===== config.mk =====
export PLATFORM = sky130hd
export DESIGN_NAME = hilo_muldiv_unit
export DESIGN_NICKNAME = d
export VERILOG_FILES = /design/src/rtl/hilo_muldiv_unit_pkg.sv /design/src/rtl/hilo_muldiv_unit_muldiv_iter_core.sv /design/src/rtl/hilo_muldiv_unit.sv
export SDC_FILE = /design/constraint.sdc
export NUM_CORES = 1
export LEC_CHECK = 0
export CAP_MARGIN = 20
export CORE_ASPECT_RATIO = 0.5
export CORE_UTILIZATION = 35
export CTS_CLUSTER_DIAMETER = 80
export CTS_CLUSTER_SIZE = 30
export DETAILED_ROUTE_END_ITERATION = 16
export PLACE_DENSITY_LB_ADDON = 0.05
export SLEW_MARGIN = 25
export SYNTH_ARGS = -nofsm -noshare
export SYNTH_HDL_FRONTEND = slang
export SYNTH_HIERARCHICAL = 1
export SYNTH_SLANG_ARGS = --single-unit

===== constraint.sdc =====
create_clock -name Clk -period 5.9 [get_ports Clk]
set_input_delay 1.18 -clock Clk [delete_from_list [all_inputs] [get_ports Clk]]
set_output_delay 1.18 -clock Clk [all_outputs]
set_load 0.01 [all_outputs]

===== src/rtl/hilo_muldiv_unit_pkg.sv =====
// ---------------------------------------------------------------------------
// hilo_muldiv_unit_pkg
//   Shared definitions for the iterative HI/LO multiply/divide unit:
//   default widths, the MULT/MULTU/DIV/DIVU opcode encoding, the FSM state
//   encoding and small opcode-decode helpers.
// ---------------------------------------------------------------------------
package hilo_muldiv_unit_pkg;

   localparam int DEF_WIDTH = 32;
   localparam int DEF_CNT_W = 6;

   typedef enum logic [1:0] {
      OP_MULT  = 2'b00,
      OP_MULTU = 2'b01,
      OP_DIV   = 2'b10,
      OP_DIVU  = 2'b11
   } op_e;

   typedef enum logic [1:0] {
      S_IDLE = 2'b00,
      S_CALC = 2'b01,
      S_FIX  = 2'b10
   } state_e;

   // Bit 1 of the opcode selects divide, bit 0 selects the unsigned variant.
   function automatic logic op_is_div(input op_e op);
      return op[1];
   endfunction

   function automatic logic op_is_signed(input op_e op);
      return ~op[0];
   endfunction

endpackage : hilo_muldiv_unit_pkg


===== src/rtl/hilo_muldiv_unit_muldiv_iter_core.sv =====
// ---------------------------------------------------------------------------
// muldiv_iter_core
//   Purely combinational next-step logic for one radix-2 iteration.
//   Multiply: shift-add on the {part_hi, part_lo} accumulator; part_lo holds
//             the remaining multiplier bits, operand is the multiplicand.
//   Divide:   restoring division; part_hi is the running remainder, part_lo
//             shifts dividend bits out and quotient bits in, operand is the
//             divisor.
// Ports
//   is_div   in   1      select divide step (else multiply step)
//   part_hi  in   WIDTH  upper accumulator / remainder
//   part_lo  in   WIDTH  lower accumulator / dividend-quotient shift
//   operand  in   WIDTH  multiplicand or divisor magnitude
//   next_hi  out  WIDTH  part_hi after this step
//   next_lo  out  WIDTH  part_lo after this step
// ---------------------------------------------------------------------------
module muldiv_iter_core
   import hilo_muldiv_unit_pkg::*;
#(
   parameter int WIDTH = DEF_WIDTH
) (
   input  logic             is_div,
   input  logic [WIDTH-1:0] part_hi,
   input  logic [WIDTH-1:0] part_lo,
   input  logic [WIDTH-1:0] operand,
   output logic [WIDTH-1:0] next_hi,
   output logic [WIDTH-1:0] next_lo
);

   logic [WIDTH:0]   sum;    // multiply: upper half plus optional addend, with carry
   logic [WIDTH:0]   trial;  // divide: 33-bit partial remainder after shifting in a dividend bit
   logic             fits;   // divide: divisor can be subtracted this step
   logic [WIDTH-1:0] diff;

   assign sum   = {1'b0, part_hi} + (part_lo[0] ? {1'b0, operand} : {(WIDTH+1){1'b0}});
   assign trial = {part_hi, part_lo[WIDTH-1]};
   assign fits  = (trial >= {1'b0, operand});
   // When the subtraction is taken the result is below the divisor, so the
   // low WIDTH bits of the difference are exact.
   assign diff  = trial[WIDTH-1:0] - operand;

   always_comb begin
      if (is_div) begin
         next_hi = fits ? diff : trial[WIDTH-1:0];
         next_lo = {part_lo[WIDTH-2:0], fits};
      end else begin
         next_hi = sum[WIDTH:1];
         next_lo = {sum[0], part_lo[WIDTH-1:1]};
      end
   end

endmodule : muldiv_iter_core


===== src/rtl/hilo_muldiv_unit.sv =====
// ---------------------------------------------------------------------------
// hilo_muldiv_unit
//   Iterative MIPS MULT/MULTU/DIV/DIVU unit with the architectural HI/LO
//   registers. Operands arrive from the register file read ports; HI/LO feed
//   the MFHI/MFLO path. MTHI/MTLO write HI/LO directly.
//   One op takes 33 edges from the Start edge to Done: WIDTH iteration edges
//   followed by a sign-fix edge that writes HI/LO.
// Ports
//   Clk        in   1      rising-edge clock
//   Reset      in   1      synchronous, active-high; aborts an op in flight
//   Start      in   1      launch op; sampled only in IDLE
//   Op         in   2      00 MULT, 01 MULTU, 10 DIV, 11 DIVU
//   OperandA   in   WIDTH  multiplicand / dividend
//   OperandB   in   WIDTH  multiplier / divisor
//   WriteHi    in   1      MTHI strobe
//   WriteLo    in   1      MTLO strobe
//   WriteData  in   WIDTH  MTHI/MTLO data
//   Busy       out  1      op in flight
//   Done       out  1      one-cycle pulse; Hi/Lo hold the new result
//   Hi         out  WIDTH  remainder / product upper half
//   Lo         out  WIDTH  quotient / product lower half
// ---------------------------------------------------------------------------
module hilo_muldiv_unit
   import hilo_muldiv_unit_pkg::*;
#(
   parameter int WIDTH = DEF_WIDTH,
   parameter int CNT_W = DEF_CNT_W
) (
   input  logic             Clk,
   input  logic             Reset,
   input  logic             Start,
   input  logic [1:0]       Op,
   input  logic [WIDTH-1:0] OperandA,
   input  logic [WIDTH-1:0] OperandB,
   input  logic             WriteHi,
   input  logic             WriteLo,
   input  logic [WIDTH-1:0] WriteData,
   output logic             Busy,
   output logic             Done,
   output logic [WIDTH-1:0] Hi,
   output logic [WIDTH-1:0] Lo
);

   state_e           state, next_state;
   logic             load, step, fix;

   logic [CNT_W-1:0] count;
   logic             is_div_q;    // latched op is a divide
   logic             neg_q;       // negate product / quotient at fix
   logic             neg_r;       // negate remainder at fix
   logic             div_zero;    // divisor was zero
   logic [WIDTH-1:0] step_opnd;   // multiplicand or divisor magnitude
   logic [WIDTH-1:0] part_hi, part_lo;
   logic [WIDTH-1:0] hi_q, lo_q;
   logic             done_q;

   // ---- operand decode at the Start edge ----
   op_e              op_in;
   logic             op_div, op_signed, sign_a, sign_b;
   logic [WIDTH-1:0] mag_a, mag_b;

   assign op_in     = op_e'(Op);
   assign op_div    = op_is_div(op_in);
   assign op_signed = op_is_signed(op_in);
   assign sign_a    = op_signed & OperandA[WIDTH-1];
   assign sign_b    = op_signed & OperandB[WIDTH-1];
   assign mag_a     = sign_a ? -OperandA : OperandA;
   assign mag_b     = sign_b ? -OperandB : OperandB;

   // ---- per-step datapath ----
   logic [WIDTH-1:0] next_hi, next_lo;

   muldiv_iter_core #(
      .WIDTH (WIDTH)
   ) u_core (
      .is_div  (is_div_q),
      .part_hi (part_hi),
      .part_lo (part_lo),
      .operand (step_opnd),
      .next_hi (next_hi),
      .next_lo (next_lo)
   );

   // ---- sign correction applied on the fix edge ----
   logic [2*WIDTH-1:0] product, product_fix;
   logic [WIDTH-1:0]   quot_fix, rem_fix, fix_hi, fix_lo;

   assign product     = {part_hi, part_lo};
   assign product_fix = neg_q ? -product : product;
   // Divide by zero leaves the dividend in the remainder path; re-applying
   // the dividend sign restores OperandA exactly, so only Lo is overridden.
   assign quot_fix    = div_zero ? {WIDTH{1'b1}} : (neg_q ? -part_lo : part_lo);
   assign rem_fix     = neg_r ? -part_hi : part_hi;
   assign fix_hi      = is_div_q ? rem_fix  : product_fix[2*WIDTH-1:WIDTH];
   assign fix_lo      = is_div_q ? quot_fix : product_fix[WIDTH-1:0];

   // ---- FSM next-state / control ----
   always_comb begin
      // NOTE: every output of this block gets a default first so no path
      // leaves a signal unassigned and no latch is inferred.
      next_state = state;
      load       = 1'b0;
      step       = 1'b0;
      fix        = 1'b0;
      unique case (state)
         S_IDLE: begin
            if (Start) begin
               next_state = S_CALC;
               load       = 1'b1;
            end
         end
         S_CALC: begin
            step = 1'b1;
            if (count == CNT_W'(WIDTH-1)) next_state = S_FIX;
         end
         S_FIX: begin
            fix        = 1'b1;
            next_state = S_IDLE;
         end
         default: next_state = S_IDLE;
      endcase
   end

   // ---- state, datapath and HI/LO registers ----
   always_ff @(posedge Clk) begin
      // NOTE: non-blocking assignments throughout, so every register here
      // samples the values from before this edge regardless of order.
      if (Reset) begin
         state     <= S_IDLE;
         count     <= '0;
         is_div_q  <= 1'b0;
         neg_q     <= 1'b0;
         neg_r     <= 1'b0;
         div_zero  <= 1'b0;
         step_opnd <= '0;
         part_hi   <= '0;
         part_lo   <= '0;
         hi_q      <= '0;
         lo_q      <= '0;
         done_q    <= 1'b0;
      end else begin
         state  <= next_state;
         done_q <= fix;

         if (load) begin
            count     <= '0;
            is_div_q  <= op_div;
            neg_q     <= sign_a ^ sign_b;
            neg_r     <= op_div & sign_a;
            div_zero  <= op_div & (OperandB == '0);
            step_opnd <= op_div ? mag_b : mag_a;
            part_hi   <= '0;
            part_lo   <= op_div ? mag_a : mag_b;
         end else if (step) begin
            count   <= count + 1'b1;
            part_hi <= next_hi;
            part_lo <= next_lo;
         end

         // The op result takes priority over an MTHI/MTLO on the same edge.
         if (fix) begin
            hi_q <= fix_hi;
            lo_q <= fix_lo;
         end else begin
            if (WriteHi) hi_q <= WriteData;
            if (WriteLo) lo_q <= WriteData;
         end
      end
   end

   assign Busy = (state != S_IDLE);
   assign Done = done_q;
   assign Hi   = hi_q;
   assign Lo   = lo_q;

endmodule : hilo_muldiv_unit


==> results.sh <==
export IMPL_cts_setup_buffers=0
export IMPL_cts_sinks=173
export IMPL_grt_max_degree=68
export IMPL_synth_ff_type="dfxtp_1"
export IMPL_ys_seq_elements=173
export IMPL_syn_avg_cell_area_um2=7.524
export IMPL_drc=0
export IMPL_min_to="div_zero"
export IMPL_arrival_ns=4.32
export IMPL_netlist_cell_type_count=99
export IMPL_syn_nets=2243
export IMPL_antenna_found_initial=2
export IMPL_final_max_slew_viol_count=0
export IMPL_cts_buffer_depth=2
export IMPL_grt_usage=0.2798
export IMPL_num_io_pins=169
export IMPL_start_util=0.3561
export IMPL_overflow=0
export IMPL_place_hpwl_mm=50.72
export IMPL_grt_pass1_vias=15060
export IMPL_synth_top_area_frac=0.2225
export IMPL_clock_latency_ns=0.47
export IMPL_cp_startpoint="part_lo[0]"
export IMPL_synth_top_area_cell="dfxtp_1"
export IMPL_io_buffers=168
export IMPL_die_h_um=151.1
export IMPL_rr_worst_depth=14
export IMPL_nNetsFinal=2319
export IMPL_finalPower_uw=3791
export IMPL_cp_buffers_inverters=0
export IMPL_start_kind="flip-flop"
export IMPL_async_reset_ff_frac=0
export IMPL_postCtsHoldBufs=0
export IMPL_synth_seq_area_share=0.2225
export IMPL_finalSetupViolCount=0
export IMPL_fmax_mhz=255.0
export IMPL_fin_tns_setup_ns=0
export IMPL_crit_reg2reg_capture="part_hi[23]"
export IMPL_die_area_um2=45370
export IMPL_multiInputGateArea_um2=11320
export IMPL_drive_above_1_share=0.07090
export IMPL_r2r_slack_ns=1.98
export IMPL_synth_edf_count=0
export IMPL_rsz0062_at_grt="no"
export IMPL_power_density_nw_per_um2=208.1
export IMPL_holdPathStages=2
export IMPL_p_leak_uw=0.007153
export IMPL_cpPeakStageDelay_ns=0.96
export IMPL_gp_congestion=0.9457
export IMPL_end_kind="flip-flop"
export IMPL_netlist_area_um2=15570
export IMPL_cts_root_buffer="clkbuf_16"
export IMPL_hp_class="reg2reg"
export IMPL_drtAntennaViolNets=0
export IMPL_layout_area_seq_um2=3467
export IMPL_fin_crit_ns=3.922
export IMPL_min_from="div_zero"
export IMPL_maxCapViolCount=0
export IMPL_die_width_um=300.2
export IMPL_crit_family="compound AO/OA/AOI/OAI gates"
export IMPL_via_per_inst=5.909
export IMPL_rows=54
export IMPL_grt_pass1_wl_mm=95.68
export IMPL_slew_headroom=0.3116
export IMPL_final_hold_violation_count=0
export IMPL_ys_warnings_count=6
export IMPL_ys_top_cells_by_count="210 x nand2_1, 181 x a21oi_1, 180 x nor2_1"
export IMPL_tightest_slew_ns=1.033
export IMPL_drt_wl_total_mm=64.68
export IMPL_status="finished, final reports clean"
export IMPL_yosys_top_cells_area="dfxtp_1 22%, a21oi_1 5.8%, ha_1 5.5%"
export IMPL_synth_most_common_cell="nand2_1"
export IMPL_cts_buffers=17
export IMPL_critPathMaxFanout=33
export IMPL_syn_to_final_growth_pct=17.05
export IMPL_num_vias=16250
export IMPL_cts_tree="yes"
export IMPL_dr_pass1_iters=5
export IMPL_timing_rr_start="part_lo[0]"
export IMPL_clkTransAtPathRegs_ns=0.07
export IMPL_finalCritPeriodShare=0.6647
export IMPL_synthCells=2069
export IMPL_skew_ns=0.01378
export IMPL_avgRoutedWirePerCell_um=23.53
export IMPL_critPathKind="reg2reg"
export IMPL_path_cells="and2_1 > ha_1 > fa_1 > a21o_1 > nand3_1 > o211a_1 > a2111oi_1 > o41a_1 > o21ai_2 > a31oi_1 > xnor2_1 > o21a_1 > nand2_1 > a21oi_1"
export IMPL_drt_initial_drc_count=1395
export IMPL_fp_coreArea_um2=43710
export IMPL_crit_slowest_cell="dfxtp_1"
export IMPL_h_tree_depth=4
export IMPL_fillers=4598
export IMPL_vdd_drop_max_mv=0.2301
export IMPL_cp_required_ns=6.30
export IMPL_ctsResizeCount=0
## power breakdown
part / total (uW) / internal (uW) / switching, uW
Sequential: 1390 / 1240 / 146
Combinational: 1240 / 510 / 733
Clock: 1160 / 565 / 595
Total: 3790 / 2320 / 1470
## stage by stage
step	utilization	instances	hold slack (ns)	setup WS [ns]	cell area (um^2)
after global routing	0.4166	2746	0.4961	1.703	18210
after CTS	0.4164	2746	0.4762	2.013	18200
final	0.4168	2749	0.4737	1.978	18220
after detailed placement	0.4033	2714	0.4659	1.635	17630
after global placement	0.4033	2714	0.4669	1.672	17630
after floorplan	-	2069	0.4159	2.692	15570
## cells by family (layout without fill, tap and decap cells)
family | Yosys count | in the layout | share of synthesized area
adder cells (fa/ha/maj) | 71 | 71 | 0.05803
flip-flops | 173 | 173 | 0.2225
XOR/XNOR | 171 | 171 | 0.09621
AO/OA/AOI/OAI | 608 | 608 | 0.2603
multiplexers | 122 | 122 | 0.08134
buffers and inverters | 208 | 297 | 0.05233
other | 0 | 3 | 0
AND/OR/NAND/NOR | 716 | 716 | 0.2293
## cell usage in the layout (no fill, tap or decap), types with 14 or more instances in the layout
master / instances
nor3_1: 53
o31ai_1: 34
inv_1: 73
and2_1: 37
buf_4: 23
a31oi_1: 37
o41ai_1: 14
mux2_2: 36
nand2_1: 210
clkdlybuf4s50_1: 165
or3_1: 21
nand2b_1: 19
xnor2_1: 86
o22ai_1: 27
o21a_1: 16
a221oi_1: 46
o21ai_0: 95
nand4_1: 19
dfxtp_1: 172
nand3_1: 34
nor4_1: 40
or4_1: 20
xor2_1: 85
ha_1: 69
a21o_1: 33
o211ai_1: 14
clkbuf_16: 17
a21oi_1: 180
nor2_1: 178
mux2i_1: 86
## how the worst max path moves through the flow
stage	cells after the start	slack, ns	end
2_1_floorplan	8	2.69	part_lo[28]
3_3_place_gp	7	1.67	part_lo[21]
3_5_place_dp	7	1.63	step_opnd[25]
4_1_cts	14	2.01	part_hi[23]
5_1_grt	13	1.70	part_hi[30]
6_report	14	1.98	part_hi[23]
## layer usage
metal  GRT usage  wire, um  vias up  part of all wire
met3     0.06081      5448       43             0.084
met5           0         0        -                 0
met2      0.4005     26430      543              0.41
met1      0.4235     32090     7894              0.50
li1            -         -     7765                 -
met4     0.04949       719        0             0.011
## cell type report
type,instances,area share
clock buffer,18,0.02355
timing repair buffer,190,0.1007
inverter,75,0.01545
sequential,173,0.1903
antenna,3,0.0004120
multi-input combinational,1688,0.6213
tap,588,0.04038
clock inverter,14,0.007897
## sequential cells by signal, indices dropped and copies added (netlist names)
name	count
Hi	32
Lo	32
part_hi	32
part_lo	32
step_opnd	32
count	6
state	2
Done	1
div_zero	1
is_div_q	1
neg_q	1
neg_r	1
## tightest hold or removal path: cells and delay by family, from the launching register on
kind | cells | cell delay (ns)
AND/OR/NAND/NOR | 2 | 0.10
flip-flops | 1 | 0.34
Power figures use the tool's default switching activity.
